===== src/rtl/dsp_pkg.sv =====
// rtl/dsp_pkg.sv - shared DSP constants: loader state encoding, set length and bank packing helpers
package dsp_pkg;

    // Coefficient loader states
    typedef enum logic [1:0] {
        IDLE = 2'd0,
        LOAD = 2'd1,
        PEND = 2'd2
    } load_state_e;

    // Words per coefficient set: M feed-forward plus M-1 feedback words
    function automatic int set_len(input int m);
        return 2 * m - 1;
    endfunction

    // LSB position of word k in a flat packed bank; the IIR filters unpack with the same rule
    function automatic int slice_lsb(input int k, input int cw);
        return k * cw;
    endfunction

endpackage


===== src/rtl/coeff_bank.sv =====
// rtl/coeff_bank.sv - register file of D coefficient words with word write, parallel load and flat read
module coeff_bank
    import dsp_pkg::*;
#(
    parameter int D  = 3,
    parameter int W  = 14,
    parameter int AW = (D > 1) ? $clog2(D) : 1
) (
    input  logic             clk,
    input  logic             rst,
    input  logic             we,
    input  logic [AW-1:0]    waddr,
    input  logic [W-1:0]     wdata,
    input  logic             clr,
    input  logic             load,
    input  logic [D*W-1:0]   load_data,
    output logic [D*W-1:0]   rdata
);

    logic [D*W-1:0] mem_q;
    logic [D*W-1:0] mem_d;

    // Clear wins over a full load, which wins over a single-word write
    always_comb begin
        mem_d = mem_q;
        if (clr) begin
            mem_d = '0;
        end else if (load) begin
            mem_d = load_data;
        end else if (we) begin
            mem_d[slice_lsb(int'(waddr), W) +: W] = wdata;
        end
    end

    // Storage register, zeroed by reset
    always_ff @(posedge clk) begin
        if (rst) begin
            mem_q <= '0;
        end else begin
            mem_q <= mem_d;
        end
    end

    assign rdata = mem_q;

endmodule


===== src/rtl/iir_coeff_loader.sv =====
// rtl/iir_coeff_loader.sv - assembles IIR coefficient sets in a shadow bank and swaps them in on a sample boundary
module iir_coeff_loader
    import dsp_pkg::*;
#(
    parameter int M           = 2,
    parameter int COEFF_WIDTH = 14
) (
    input  logic                         clk,
    input  logic                         rst,
    input  logic [COEFF_WIDTH-1:0]       coeff_in,
    input  logic                         coeff_valid,
    input  logic                         coeff_last,
    output logic                         coeff_ready,
    input  logic                         sample_strobe,
    output logic [M*COEFF_WIDTH-1:0]     packed_b_coeffs,
    output logic [(M-1)*COEFF_WIDTH-1:0] packed_a_coeffs,
    output logic                         swap_done,
    output logic                         load_error
);

    localparam int N     = set_len(M);
    localparam int CNT_W = (N > 1) ? $clog2(N) : 1;
    localparam int CW    = COEFF_WIDTH;

    load_state_e        state_q, state_d;
    logic [CNT_W-1:0]   cnt_q, cnt_d;
    logic               ready_q, ready_d;
    logic               swap_done_q, swap_done_d;
    logic               load_error_q, load_error_d;

    logic               accept;
    logic               is_final;
    logic               shadow_we;
    logic               shadow_clr;
    logic               active_load;
    logic [N*CW-1:0]    shadow_flat;
    logic [N*CW-1:0]    active_flat;

    // ready is registered, so acceptance depends only on the current state
    assign accept   = coeff_valid && ready_q;
    assign is_final = (cnt_q == CNT_W'(N - 1));

    // Next-state, counter and pulse logic; strobes only matter while a full set is pending
    always_comb begin
        state_d      = state_q;
        cnt_d        = cnt_q;
        swap_done_d  = 1'b0;
        load_error_d = 1'b0;
        shadow_we    = 1'b0;
        shadow_clr   = 1'b0;
        active_load  = 1'b0;
        case (state_q)
            IDLE, LOAD: begin
                if (accept) begin
                    if (coeff_last != is_final) begin
                        // Malformed set: drop everything gathered so far
                        load_error_d = 1'b1;
                        shadow_clr   = 1'b1;
                        cnt_d        = '0;
                        state_d      = IDLE;
                    end else begin
                        shadow_we = 1'b1;
                        if (is_final) begin
                            cnt_d   = '0;
                            state_d = PEND;
                        end else begin
                            cnt_d   = cnt_q + CNT_W'(1);
                            state_d = LOAD;
                        end
                    end
                end
            end
            PEND: begin
                if (sample_strobe) begin
                    active_load = 1'b1;
                    swap_done_d = 1'b1;
                    state_d     = IDLE;
                end
            end
            default: begin
                state_d = IDLE;
                cnt_d   = '0;
            end
        endcase
        ready_d = (state_d != PEND);
    end

    // Loader FSM with registered handshake and pulse outputs
    always_ff @(posedge clk) begin
        if (rst) begin
            state_q      <= IDLE;
            cnt_q        <= '0;
            ready_q      <= 1'b1;
            swap_done_q  <= 1'b0;
            load_error_q <= 1'b0;
        end else begin
            state_q      <= state_d;
            cnt_q        <= cnt_d;
            ready_q      <= ready_d;
            swap_done_q  <= swap_done_d;
            load_error_q <= load_error_d;
        end
    end

    coeff_bank #(
        .D (N),
        .W (CW)
    ) u_shadow (
        .clk       (clk),
        .rst       (rst),
        .we        (shadow_we),
        .waddr     (cnt_q),
        .wdata     (coeff_in),
        .clr       (shadow_clr),
        .load      (1'b0),
        .load_data ('0),
        .rdata     (shadow_flat)
    );

    coeff_bank #(
        .D (N),
        .W (CW)
    ) u_active (
        .clk       (clk),
        .rst       (rst),
        .we        (1'b0),
        .waddr     ('0),
        .wdata     ('0),
        .clr       (1'b0),
        .load      (active_load),
        .load_data (shadow_flat),
        .rdata     (active_flat)
    );

    assign packed_b_coeffs = active_flat[M*CW-1:0];
    assign packed_a_coeffs = active_flat[N*CW-1:M*CW];
    assign coeff_ready     = ready_q;
    assign swap_done       = swap_done_q;
    assign load_error      = load_error_q;

endmodule


===== config.mk =====
export PLATFORM = sky130hd
export DESIGN_NAME = iir_coeff_loader
export DESIGN_NICKNAME = d
export VERILOG_FILES = /design/src/rtl/dsp_pkg.sv /design/src/rtl/coeff_bank.sv /design/src/rtl/iir_coeff_loader.sv
export SDC_FILE = /design/constraint.sdc
export NUM_CORES = 1
export LEC_CHECK = 0
export BUFFER_PORTS_ARGS = -buffer_cell sky130_fd_sc_hd__buf_2
export CELL_PAD_IN_SITES_DETAIL_PLACEMENT = 0
export CELL_PAD_IN_SITES_GLOBAL_PLACEMENT = 2
export CORE_AREA = 2 2 121 111
export DETAILED_ROUTE_END_ITERATION = 16
export DIE_AREA = 0 0 123 113
export PLACE_DENSITY = 0.84
export REMOVE_ABC_BUFFERS = 1
export SETUP_SLACK_MARGIN = 0.02
export SLEW_MARGIN = 30
export SYNTH_ARGS = -nofsm -noshare
export SYNTH_HDL_FRONTEND = slang
export SYNTH_SLANG_ARGS = --single-unit
export TNS_END_PERCENT = 50

===== constraint.sdc =====
create_clock -name clk -period 7.4 [get_ports clk]
set_clock_uncertainty 0.15 [all_clocks]
set_input_delay 0.74 -clock clk [delete_from_list [all_inputs] [get_ports clk]]
set_output_delay 0.74 -clock clk [all_outputs]
set_load 0.01 [all_outputs]

=== Word level (Yosys, flattened, before mapping) ===
Index checks and enable logic that the tools add are counted.

* Register bits after elaboration: 91
* Input port bits: 19
* Output and inout port bits: 45
* Word-level logic and storage cells: 42

* Add/sub/neg operators: 2
* $mul: 1
* Equality and inequality tests: 6
* Shifts and indexed selects: 2
* Multiplexer cells: 18
* Bitwise logic cells: 1
* Reductions and logical operators: 5

{| class="wikitable"
|+ Operators by type and width
! kind !! number
|-
| bitwise mux 42 bit || 1
|-
| variable shift 14 x 33 -> 42 bit (first input constant) || 1
|-
| variable part select 14 x 33 -> 42 bit || 1
|-
| negation 32 -> 33 bit || 1
|-
| two-way mux 2 bit || 7
|-
| two-way mux 1 bit || 8
|-
| case mux 2 bit (2 select lines) || 2
|-
| multiplier 2 x 3 -> 5 bit (second input constant) || 1
|-
| equality test 2 bit (second input constant) || 2
|-
| inequality test 2 bit (second input constant) || 2
|-
| OR reduction 2 bit || 2
|-
| adder 2 x 1 -> 2 bit (second input constant) || 1
|-
| equality test 2 x 1 -> 1 bit (second input constant) || 1
|-
| logical NOT 2 bit || 1
|-
| AND reduction 2 bit || 1
|-
| logical AND 1 bit || 1
|-
| inequality test 1 bit || 1
|-
| inverter 1 bit || 1
|}

=== Logic depth before layout (Yosys ltp) ===
Gate-level depths: netlist of run 1.

* Word-level depth: 6
* Mapped depth: 14
* Depth with buffers taken out: 8

=== Hierarchy ===
A second synthesis of run 1 with hierarchy kept.

* Cell total of the unflattened synthesis: 631
* Area, all modules: 5470.2 um^2

{| class="wikitable"
|+ Modules (own cells, without submodules)
! module !! times used !! cells each !! area each (um^2) !! sequential area each (um^2)
|-
| coeff_bank (u_shadow) || 1 || 290 || 2606.2 || 840.8
|-
| coeff_bank (u_active) || 1 || 306 || 2536.2 || 840.8
|-
| iir_coeff_loader || 1 || 35 || 327.8 || 140.1
|}

=== Worst setup path before layout of run 1 ===
No wires, ideal clock.

* Kind: register to register
* From: reg cnt_q[0]
* To: reg u_shadow.mem_q[12] (netlist: u_shadow.rdata[12])
* Setup time: 0.124 ns
* Arrival: 2.867 ns
* Data required time: 7.126 ns
* Setup slack: 4.259 ns
* Stages on the path, launching flop included: 15
* Path buffers: 6
* Period minus slack after synthesis: 3.141 ns
* Path through: dfxtp_1 -> buf_2 -> buf_2 -> inv_1 -> ha_1 -> buf_4 -> clkbuf_1 -> inv_1 -> ha_1 -> and4bb_2 -> buf_2 -> and2_1 -> buf_4 -> a31oi_1 -> o22ai_1

* Longest elaborated chain between the ends: 6
* Elaborated cells on any way between the ends: 14
* Those cells by class: add/sub: 1; mul: 1; eq/ne: 2; shift: 2; mux: 7; reduce/logical: 1

{| class="wikitable"
|+ Ends and longest elaborated chain
! item !! line !! text
|-
| start, declared || iir_coeff_loader.sv:26 || <nowiki>logic [CNT_W-1:0] cnt_q, cnt_d;</nowiki>
|-
| start signal, assigned || iir_coeff_loader.sv:98 || <nowiki>cnt_q <= cnt_d;</nowiki>
|-
| parallel branches: the longest is 6 deep, another holds negation 32 -> 33 bit || -- ||
|-
| end signal, assigned || coeff_bank.sv:40 || <nowiki>mem_q <= mem_d;</nowiki>
|-
| end, declared || coeff_bank.sv:20 || <nowiki>logic [D*W-1:0] mem_q;</nowiki>
|}

Several ways; the timed one is not identified.
A chain may end at the register's enable or synchronous reset.

=== Worst setup path in the final report of run 1 ===
* From: reg cnt_q[0]
* To: reg u_shadow.mem_q[13] (netlist: u_shadow.rdata[13])

Same word-level chain as after synthesis.

==> flow_metrics.tcl, run 1 <==
set metrics [dict create \
    synth-seq-area-share_pct 39.7 \
    start_util_pct 36.5 \
    vias_per_cell 5.54 \
    drive_gt1_share_pct 19.2 \
    cts_inserted_buffers 9 \
    h-tree-depth 3 \
    ios 64 \
    path_max_fanout 52 \
    pwr-share-seq_pct 43.4 \
    grt_max_degree 54 \
    place_area_um2 4890 \
    crit_required_ns 7.45 \
    ys_ff_latch 91 \
    maxCapViolations 0 \
    max_freq_mhz 259 \
    first_global_vias 3928 \
    p_leak_nw 1.92 \
    synth_area_leaders "dfxtp_1, nand2_1, a21oi_1" \
    cts_resized 0 \
    clkPwrFrac_pct 44.2 \
    period_needed_ns 3.86 \
    grt_pass1_wl_um 21200 \
    core_region_area_um2 12600 \
    area_delta_synth_final_pct 13.9 \
    worstSkewPairLatency_ns 0.35 \
    cts_setup_buffers 0 \
    yosysTopAreaCellShare_pct 39.7 \
    critPathLaunchType "flip-flop" \
    tns_ns 0 \
    fin_ws_ns 3.54 \
    drtIter0Drc 275 \
    hold_class "flip-flop to flip-flop" \
    cts.clk_slew.worst_paths_ns 0.06 \
    endpoint_kind "flip-flop" \
    final_core_util_pct 41.5 \
    power.density_nw_per_um2 219 \
    finalSetupViolations 0 \
    ant_nets 0 \
    die_area_um2 13900 \
    root_buffer "clkbuf_16" \
    final-hold-violation-count 0 \
    synthMostInstantiatedCell "nand2_1" \
    drc 0 \
    dp_hpwl_um 9260 \
    drv_slew 0 \
    worst_pin_slew_ns 0.860 \
    cts_tree "built" \
    critPathMaxStageDelay_ns 0.78 \
    ys_top_cells_by_count "nand2_1, dfxtp_1, a21oi_1" \
    p_switching_w 0.000296 \
    synth_area_um2 4590 \
    num-nets-final 615 \
    clockBufferDepth 2 \
    antenna_found_initial 0 \
    synth_cells 558 \
    critPathSlowestCell "ha_1" \
    async_reset_ff_share_pct 0 \
    yosys_warnings 0 \
    die_h_um 113 \
    die_x_um 123 \
    yosysTopAreaCell "dfxtp_1" \
    row_count 39 \
    maxSlewHeadroom_pct 42.7 \
    ir_drop_v 0.000105 \
    p_int_w 0.000849 \
    wl_per_cell_um 17.5 \
    synth_flop_cell "dfxtp_1" \
    firstDrtPassIters 5 \
    p_sw_share_pct 25.8 \
    synth-edff-count 0 \
    fin_area_um2 5230 \
    grt_overflow 0 \
    yosysUniqueCellTypes 64 \
    grtUsageTotal_pct 19.8 \
    synth.avg_cell_area_um2 8.23 \
    pre_cts_ws_ns 3.52 \
    io_buffers 63 \
    wl_um 13300 \
    path_cells "buf_4, inv_1, ha_1, inv_1, ha_1, and4bb_2, and2_1, mux2i_1, o22ai_1" \
    rsz0062_at_grt "false" \
    outcome "completed" \
    hold_buffers 0 \
    globalplace.congestion 0.896 \
    clock-sinks 91 \
    crit_type "flip-flop to flip-flop" \
    post-route-period-util_pct 52.1 \
    combPwrFrac_pct 12.3 \
    num_vias 4203 \
    cp.arrival_ns 3.91 \
    n_antenna_cell 0 \
]
-- final cells by class --
class / count / area, um^2
inverters: 7 / 26.3
clock inverters: 5 / 85.1
multi-input cells: 413 / 2500
clock buffers: 11 / 243
repair buffers: 67 / 348
well taps: 164 / 205
fillers: 1332 / 7360
flip-flops and latches: 91 / 1820
-- worst max-delay path: cells and delay by family, from the launching register on --
| kind | cells | cell delay (ns) |
|---|---|---|
| adder cells (fa/ha/maj) | 2 | 1.17 |
| AND/OR/NAND/NOR | 2 | 1.01 |
| buffers and inverters | 3 | 0.73 |
| flip-flops | 1 | 0.30 |
| multiplexers | 1 | 0.23 |
| AO/OA/AOI/OAI | 1 | 0.09 |
-- placed cells by master, fill, tap and decap left out, types with 8 or more instances in the layout --
cell,n
o21ai_0,27
a31oi_1,15
nand3_1,22
dfxtp_1,91
nand2_1,128
mux2i_1,15
o21ai_1,8
clkbuf_16,9
a21oi_1,66
buf_2,62
nor2_1,17
-- sequential cells by signal, summed over array words and instances (netlist names) --
signal and flops:
cnt_q 2, coeff_ready 1, load_error 1, state_q 2, swap_done 1, u_active.rdata 42, u_shadow.rdata 42
-- final timing paths --
kind	start	slack [ns]	cells past startpoint	endpoint
max reg2reg	cnt_q[0]$_SDFFE_PP0P_	3.54	9	u_shadow.rdata[13]$_SDFFE_PP0P_
max	cnt_q[0]$_SDFFE_PP0P_	3.54	9	u_shadow.rdata[13]$_SDFFE_PP0P_
min	u_active.rdata[33]$_SDFFE_PP0P_	0.30	2	u_active.rdata[33]$_SDFFE_PP0P_
min reg2reg	u_active.rdata[33]$_SDFFE_PP0P_	0.30	2	u_active.rdata[33]$_SDFFE_PP0P_
-- power by group through the flow --
| stage | logic, W | clock network (W) | registers, W |
|---|---|---|---|
| 6_report | 0.000141 | 0.000506 | 0.000497 |
| 5_1_grt | 0.000151 | 0.000543 | 0.000498 |
| 4_1_cts | 0.000139 | 0.000519 | 0.000497 |
| 3_5_place_dp | 0.000138 | 0 | 0.000508 |
| 3_3_place_gp | 0.000140 | 0 | 0.000508 |
| 2_1_floorplan | 0.0000845 | 0 | 0.000511 |
-- through the flow --
stage / total power (W) / hold WS, ns / cells
global route: 0.00119 / 0.321 / 758
finish: 0.00114 / 0.299 / 758
floorplan: 0.000596 / 0.272 / 511
global placement: 0.000648 / 0.291 / 742
detailed placement: 0.000647 / 0.293 / 742
CTS: 0.00116 / 0.302 / 758
-- cells by family (layout without fill, tap and decap cells) --
logic type / count (synthesis) / in the layout / synth area share [%]
multiplexers: 22 / 22 / 6.87
AND/OR/NAND/NOR: 225 / 225 / 24.1
XOR/XNOR: 2 / 2 / 0.382
buffers and inverters: 54 / 90 / 6.05
flip-flops: 91 / 91 / 39.7
adder cells (fa/ha/maj): 7 / 7 / 1.91
AO/OA/AOI/OAI: 157 / 157 / 21.0
-- metal layers --
metal / up-vias / global-route usage (%) / part of all wire [%]
met3: 24 / 5.54 / 5.6
li1: 2040 / - / -
met1: 2016 / 27.3 / 48
met4: 0 / 7.05 / 2.2
met5: - / 0 / 0
met2: 123 / 29.6 / 45
Note: power is estimated with default switching activity, not from simulation.
==> run 2: changes to the inputs <==
--- a/config.mk
+++ b/config.mk
@@ -8,10 +8,10 @@
 export BUFFER_PORTS_ARGS = -buffer_cell sky130_fd_sc_hd__buf_2
 export CELL_PAD_IN_SITES_DETAIL_PLACEMENT = 0
 export CELL_PAD_IN_SITES_GLOBAL_PLACEMENT = 2
-export CORE_AREA = 2 2 121 111
+export CORE_AREA = 2 2 126 116
 export DETAILED_ROUTE_END_ITERATION = 16
-export DIE_AREA = 0 0 123 113
-export PLACE_DENSITY = 0.84
+export DIE_AREA = 0 0 128 118
+export PLACE_DENSITY = 0.78
 export REMOVE_ABC_BUFFERS = 1
 export SETUP_SLACK_MARGIN = 0.02
 export SLEW_MARGIN = 30
==> constraint.sdc (replaced) <==
create_clock -name clk -period 4 [get_ports clk]
set_clock_uncertainty 0.15 [all_clocks]
set_input_delay 0.4 -clock clk [delete_from_list [all_inputs] [get_ports clk]]
set_output_delay 0.4 -clock clk [all_outputs]
set_load 0.01 [all_outputs]
==> run 2 against run 1 <==
Net effect:
- sequential share of layout area up 0.050 points
- clock power up 67%
- worst hold slack worse by 0.052 ns
- sequential power up 85%
- wire length up 4.6%
- highest routed layer unchanged
==> flow_metrics.tcl, run 2 (synthesis gave the netlist of run 1 again) <==
set metrics [dict create \
    min_path_cells 4 \
    cp.arrival_ns 2.94 \
    ant_nets 0 \
    worst_pin_slew_ns 0.856 \
    post-route-period-util_pct 70.6 \
    p_sw_share_pct 26.3 \
    wl_per_cell_um 18.1 \
    die_h_um 118 \
    hold_buffers 0 \
    critical_path_buf_inv_count 2 \
    row_count 41 \
    final_cell_mix "nand2_1, dfxtp_1, a21oi_1" \
    firstDrtPassIters 5 \
    h-tree-depth 3 \
    r2r-end "u_shadow.rdata[20]$_SDFFE_PP0P_" \
    grtUsageTotal_pct 18.8 \
    antenna_found_initial 0 \
    endpoint_kind "flip-flop" \
    critPathLaunchType "flip-flop" \
    pwr-share-seq_pct 45.2 \
    area_delta_synth_final_pct 13.7 \
    die_area_um2 15100 \
    cts.clk_slew.worst_paths_ns 0.06 \
    combPwrFrac_pct 13.2 \
    maxSlewHeadroom_pct 43.0 \
    core_region_area_um2 13700 \
    instances_no_fill 768 \
    start_util_pct 33.4 \
    n_antenna_cell 0 \
    first_global_vias 3942 \
    rsz0062_at_grt "false" \
    wl_um 13900 \
    hold_class "primary input to flip-flop" \
    pre_cts_ws_ns 1.20 \
    fin_ws_ns 1.18 \
    worstSkewPairLatency_ns 0.35 \
    path_cells "inv_1, ha_1, inv_1, ha_1, and4bb_2, and2_1, nand3_1, o221ai_1" \
    cts_inserted_buffers 9 \
    period_needed_ns 2.82 \
    grt_overflow 0 \
    ir_drop_v 0.000188 \
    min_to "state_q[1]$_SDFF_PP0_" \
    r2r_cells 8 \
    drive_gt1_share_pct 19.5 \
    power.density_nw_per_um2 390 \
    die_x_um 128 \
    clkPwrFrac_pct 41.6 \
    outcome "completed" \
    r2r_slack_ns 1.18 \
    drc 0 \
    io_buffers 63 \
    max_freq_mhz 354 \
    rr_startpoint "cnt_q[0]$_SDFFE_PP0P_" \
    drv_slew 0 \
    ios 64 \
    critPathSlowestCell "and4bb_2" \
    dp_hpwl_um 9820 \
    path_max_fanout 12 \
    dp.cells 752 \
    globalplace.congestion 0.883 \
    p_int_w 0.00150 \
    min_from "sample_strobe" \
    final_common_cell "nand2_1" \
    finalSetupViolations 0 \
    cts_resized 0 \
    critPathMaxStageDelay_ns 0.52 \
    fillers 1469 \
    cp_top_family "simple AND/OR/NAND/NOR gates" \
    grt_max_degree 54 \
    vias_per_cell 5.41 \
    p_switching_w 0.000535 \
    num_vias 4152 \
    p_leak_nw 1.92 \
    clockBufferDepth 2 \
    maxCapViolations 0 \
    grt_pass1_wl_um 22000 \
    final-hold-violation-count 0 \
    clock-sinks 91 \
    root_buffer "clkbuf_16" \
    num-nets-final 617 \
    cts_setup_buffers 0 \
    drtIter0Drc 189 \
    cts_tree "built" \
    crit_required_ns 4.12 \
    crit_type "flip-flop to flip-flop" \
]
-- run 2: changes by cell type in the layout (fill, tap and decap cells not counted), sizes merged --
cell / previous run / this run
buf: 67 / 69
clkinvlp: 0 / 1
bufinv: 2 / 1
clkinv: 2 / 3
inv: 8 / 7
-- run 2: area by class of cell --
cell class	instances	area, um^2	area share (%)
Multi-Input combinational cell	413	2500	47.9
Sequential cell	91	1820	34.9
Timing Repair Buffer	69	363	6.95
Clock buffer	11	243	4.65
Tap cell	172	215	4.12
Clock inverter	5	52.6	1.01
Inverter	7	26.3	0.503
-- run 2: per-layer routing --
layer	up-vias	routed length, um	GRT usage, %
met5	-	0	0
met4	0	264	5.29
met3	17	604	4.77
met2	92	6250	28.5
met1	1995	6750	26.5
li1	2048	-	-
-- run 2: how the worst max path moves through the flow --
stage | slack (ns) | from | end | cells past startpoint
5_1_grt | 0.94 | cnt_q[0]$_SDFFE_PP0P_ | u_shadow.rdata[18]$_SDFFE_PP0P_ | 8
3_3_place_gp | 1.07 | cnt_q[0]$_SDFFE_PP0P_ | u_shadow.rdata[34]$_SDFFE_PP0P_ | 7
3_5_place_dp | 1.20 | cnt_q[0]$_SDFFE_PP0P_ | u_shadow.rdata[20]$_SDFFE_PP0P_ | 8
2_1_floorplan | -0.36 | cnt_q[0]$_SDFFE_PP0P_ | u_shadow.rdata[34]$_SDFFE_PP0P_ | 6
4_1_cts | 1.17 | cnt_q[0]$_SDFFE_PP0P_ | u_shadow.rdata[18]$_SDFFE_PP0P_ | 8
6_report | 1.18 | cnt_q[0]$_SDFFE_PP0P_ | u_shadow.rdata[20]$_SDFFE_PP0P_ | 8
-- run 2: worst register-to-register path, stage by stage, from the launching register on --
cell and delay, ns:
dfxtp_1 0.31, inv_1 0.25, ha_1 0.23, inv_1 0.06
ha_1 0.34, and4bb_2 0.52, and2_1 0.36, nand3_1 0.29
o221ai_1 0.23
-- run 2: through the flow --
step / util, % / hold slack, ns / total power, W / TNS [ns] / instance area [um^2]
finish: 38.0 / 0.247 / 0.00204 / 0 / 5220
global route: 38.0 / 0.272 / 0.00212 / 0 / 5220
detailed placement: 35.8 / 0.294 / 0.00120 / 0 / 4920
CTS: 38.0 / 0.227 / 0.00206 / 0 / 5220
floorplan: - / 0.272 / 0.00110 / -2.15 / 4340
global placement: 35.8 / 0.290 / 0.00121 / 0 / 4920
-- run 2: power groups by stage --
stage | registers, W | clock network, W | logic (W)
2_1_floorplan | 0.000946 | 0 | 0.000156
4_1_cts | 0.000920 | 0.000872 | 0.000265
3_3_place_gp | 0.000941 | 0 | 0.000266
6_report | 0.000920 | 0.000846 | 0.000269
5_1_grt | 0.000921 | 0.000908 | 0.000288
3_5_place_dp | 0.000941 | 0 | 0.000264
==> run 3: changes to the inputs <==
==> constraint.sdc (replaced) <==
create_clock -name clk -period 2.65 [get_ports clk]
set_clock_uncertainty 0.15 [all_clocks]
set_input_delay 0.265 -clock clk [delete_from_list [all_inputs] [get_ports clk]]
set_output_delay 0.265 -clock clk [all_outputs]
set_load 0.01 [all_outputs]
==> run 3 against run 2 <==
Net effect:
- setup slack worse by 0.99 ns
- worst hold slack got worse by 0.17 ns
- non-clock buffer count rose by 22
- final cell count rose by 2.6%
- maximum frequency rose by 15%
- die area is the same
- via count up 1.5%
- utilization grew 1.2 points
- global-route usage is 0.89 points higher
- flip-flop and latch count unchanged
- register-to-register slack worse by 0.99 ns
- total power increased by 52%
- critical endpoint is now u_shadow.rdata[37]$_SDFFE_PP0P_
- largest power group unchanged
==> flow_metrics.tcl, run 3 (synthesis gave the netlist of run 1 again) <==
set metrics [dict create \
    endpoint_kind "flip-flop" \
    n_antenna_cell 0 \
    num_vias 4215 \
    grt_most_used_layer "met2" \
    fin_ws_ns 0.184 \
    power.density_nw_per_um2 576 \
    drive_gt1_share_pct 22.1 \
    max_freq_mhz 406 \
    pre_cts_ws_ns 0.175 \
    cts_tree "built" \
    hold_class "primary input to flip-flop" \
    seq_area_um2 1820 \
    critPathMaxStageDelay_ns 0.43 \
    multiInputGateArea_um2 2500 \
    cts_resized 0 \
    maxSlewHeadroom_pct 44.1 \
    place_area_um2 5090 \
    root_buffer "clkbuf_16" \
    met3_usage_pct 4.68 \
    num-nets-final 639 \
    crit_required_ns 2.77 \
    io_buffers 63 \
    cp.arrival_ns 2.59 \
    final_cell_mix "nand2_1, dfxtp_1, a21oi_1" \
    p_int_w 0.00229 \
    fin_area_um2 5390 \
    wl_per_cell_um 18.3 \
    grt_pass1_wl_um 22900 \
    critPathLaunchType "flip-flop" \
    critical_path_buf_inv_count 3 \
    h-tree-depth 3 \
    start_util_pct 33.4 \
    final_common_cell "nand2_1" \
    cts_setup_buffers 0 \
    path_max_fanout 10 \
    grt.met1_usage_pct 27.7 \
    instances_no_fill 788 \
    clock-sinks 91 \
    crit_start "cnt_q[0]$_SDFFE_PP0P_" \
    drtIter0Drc 248 \
    worst_pin_slew_ns 0.838 \
    p_switching_w 0.000818 \
    core_region_area_um2 13700 \
    worstSkewPairLatency_ns 0.35 \
    period_needed_ns 2.47 \
    p_leak_nw 2.03 \
    grtUsageTotal_pct 19.7 \
    path_cells "inv_1, ha_1, inv_1, ha_1, and4bb_2, buf_4, and2_1, nand4_1, a31oi_1" \
    fillers 1457 \
    outcome "completed" \
    die_h_um 118 \
    cts_inserted_buffers 9 \
    wl_um 14400 \
    hold_buffers 0 \
    drc 0 \
    die_area_um2 15100 \
    post-route-period-util_pct 93.1 \
    maxCapViolations 0 \
    die_x_um 128 \
    tns_ns 0 \
    antenna_found_initial 0 \
    firstDrtPassIters 4 \
    p_sw_share_pct 26.4 \
    cp_top_family "simple AND/OR/NAND/NOR gates" \
    globalplace.congestion 0.861 \
    final-hold-violation-count 0 \
    dp.cells 774 \
    area_delta_synth_final_pct 17.4 \
    vias_per_cell 5.35 \
    grt_max_degree 52 \
    drv_slew 0 \
    min_from "rst" \
    pwr-share-seq_pct 44.8 \
    ant_nets 0 \
    rsz0062_at_grt "true" \
    ios 64 \
    grt_overflow 0 \
    first_global_vias 4055 \
    row_count 41 \
    rr_startpoint "cnt_q[0]$_SDFFE_PP0P_" \
    gr-usage-met2_pct 30.4 \
    cts.clk_slew.worst_paths_ns 0.07 \
    clkPwrFrac_pct 41.0 \
    ir_drop_v 0.000284 \
    clockBufferDepth 2 \
    finalSetupViolations 0 \
    dp_hpwl_um 10400 \
    crit_type "flip-flop to flip-flop" \
    combPwrFrac_pct 14.2 \
    critPathSlowestCell "and4bb_2" \
]
==> run 3: cell types whose count changed in the layout (fill, tap and decap cells not counted), sizes merged <==
cell and delta:
buf +22, clkbuf -1, clkinvlp -1
==> run 3: per-stage QoR <==
| step | hold slack (ns) | utilization (%) | power [W] |
|---|---|---|---|
| 5_1_grt | 0.0792 | 39.2 | 0.00323 |
| 3_5_place_dp | 0.294 | 37.1 | 0.00186 |
| 4_1_cts | 0.0677 | 39.2 | 0.00314 |
| 2_1_floorplan | 0.184 | - | 0.00166 |
| 3_3_place_gp | 0.290 | 37.1 | 0.00186 |
| 6_report | 0.0773 | 39.2 | 0.00310 |
==> run 3: final timing paths <==
check,cells after the start,slack (ns),end
hold / removal,2,0.08,cnt_q[1]$_SDFFE_PP0P_
setup reg to reg,9,0.18,u_shadow.rdata[37]$_SDFFE_PP0P_
hold reg to reg,2,0.30,u_active.rdata[32]$_SDFFE_PP0P_
setup / recovery,9,0.18,u_shadow.rdata[37]$_SDFFE_PP0P_
==> run 3: final cells by class <==
type                            instances  area share (%)
Tap cell                              172            3.99
Clock buffer                           10            4.43
Timing Repair Buffer                   91            9.98
Multi-Input combinational cell        413            46.3
Sequential cell                        91            33.8
Inverter                                7           0.487
Clock inverter                          4           0.975
==> run 3: metal layers <==
| layer | wire length, um | vias up |
|---|---|---|
| li1 | - | 2082 |
| met1 | 7010 | 2006 |
| met4 | 165 | 0 |
| met3 | 694 | 14 |
| met5 | 0 | - |
| met2 | 6560 | 113 |
==> run 3: power by group through the flow <==
stage                     registers (W)  logic, W  clock network, W
after floorplan                 0.00143  0.000236                 0
after global routing            0.00139  0.000474           0.00137
after global placement          0.00142  0.000437                 0
after detailed placement        0.00142  0.000437                 0
final                           0.00139  0.000442           0.00127
after CTS                       0.00139  0.000438           0.00131
==> run 3: worst reg2reg max path: stages (launching register included) <==
cell      delay, ns
dfxtp_1        0.33
inv_1          0.07
ha_1           0.21
inv_1          0.09
ha_1           0.24
and4bb_2       0.43
buf_4          0.20
and2_1         0.33
nand4_1        0.16
a31oi_1        0.19
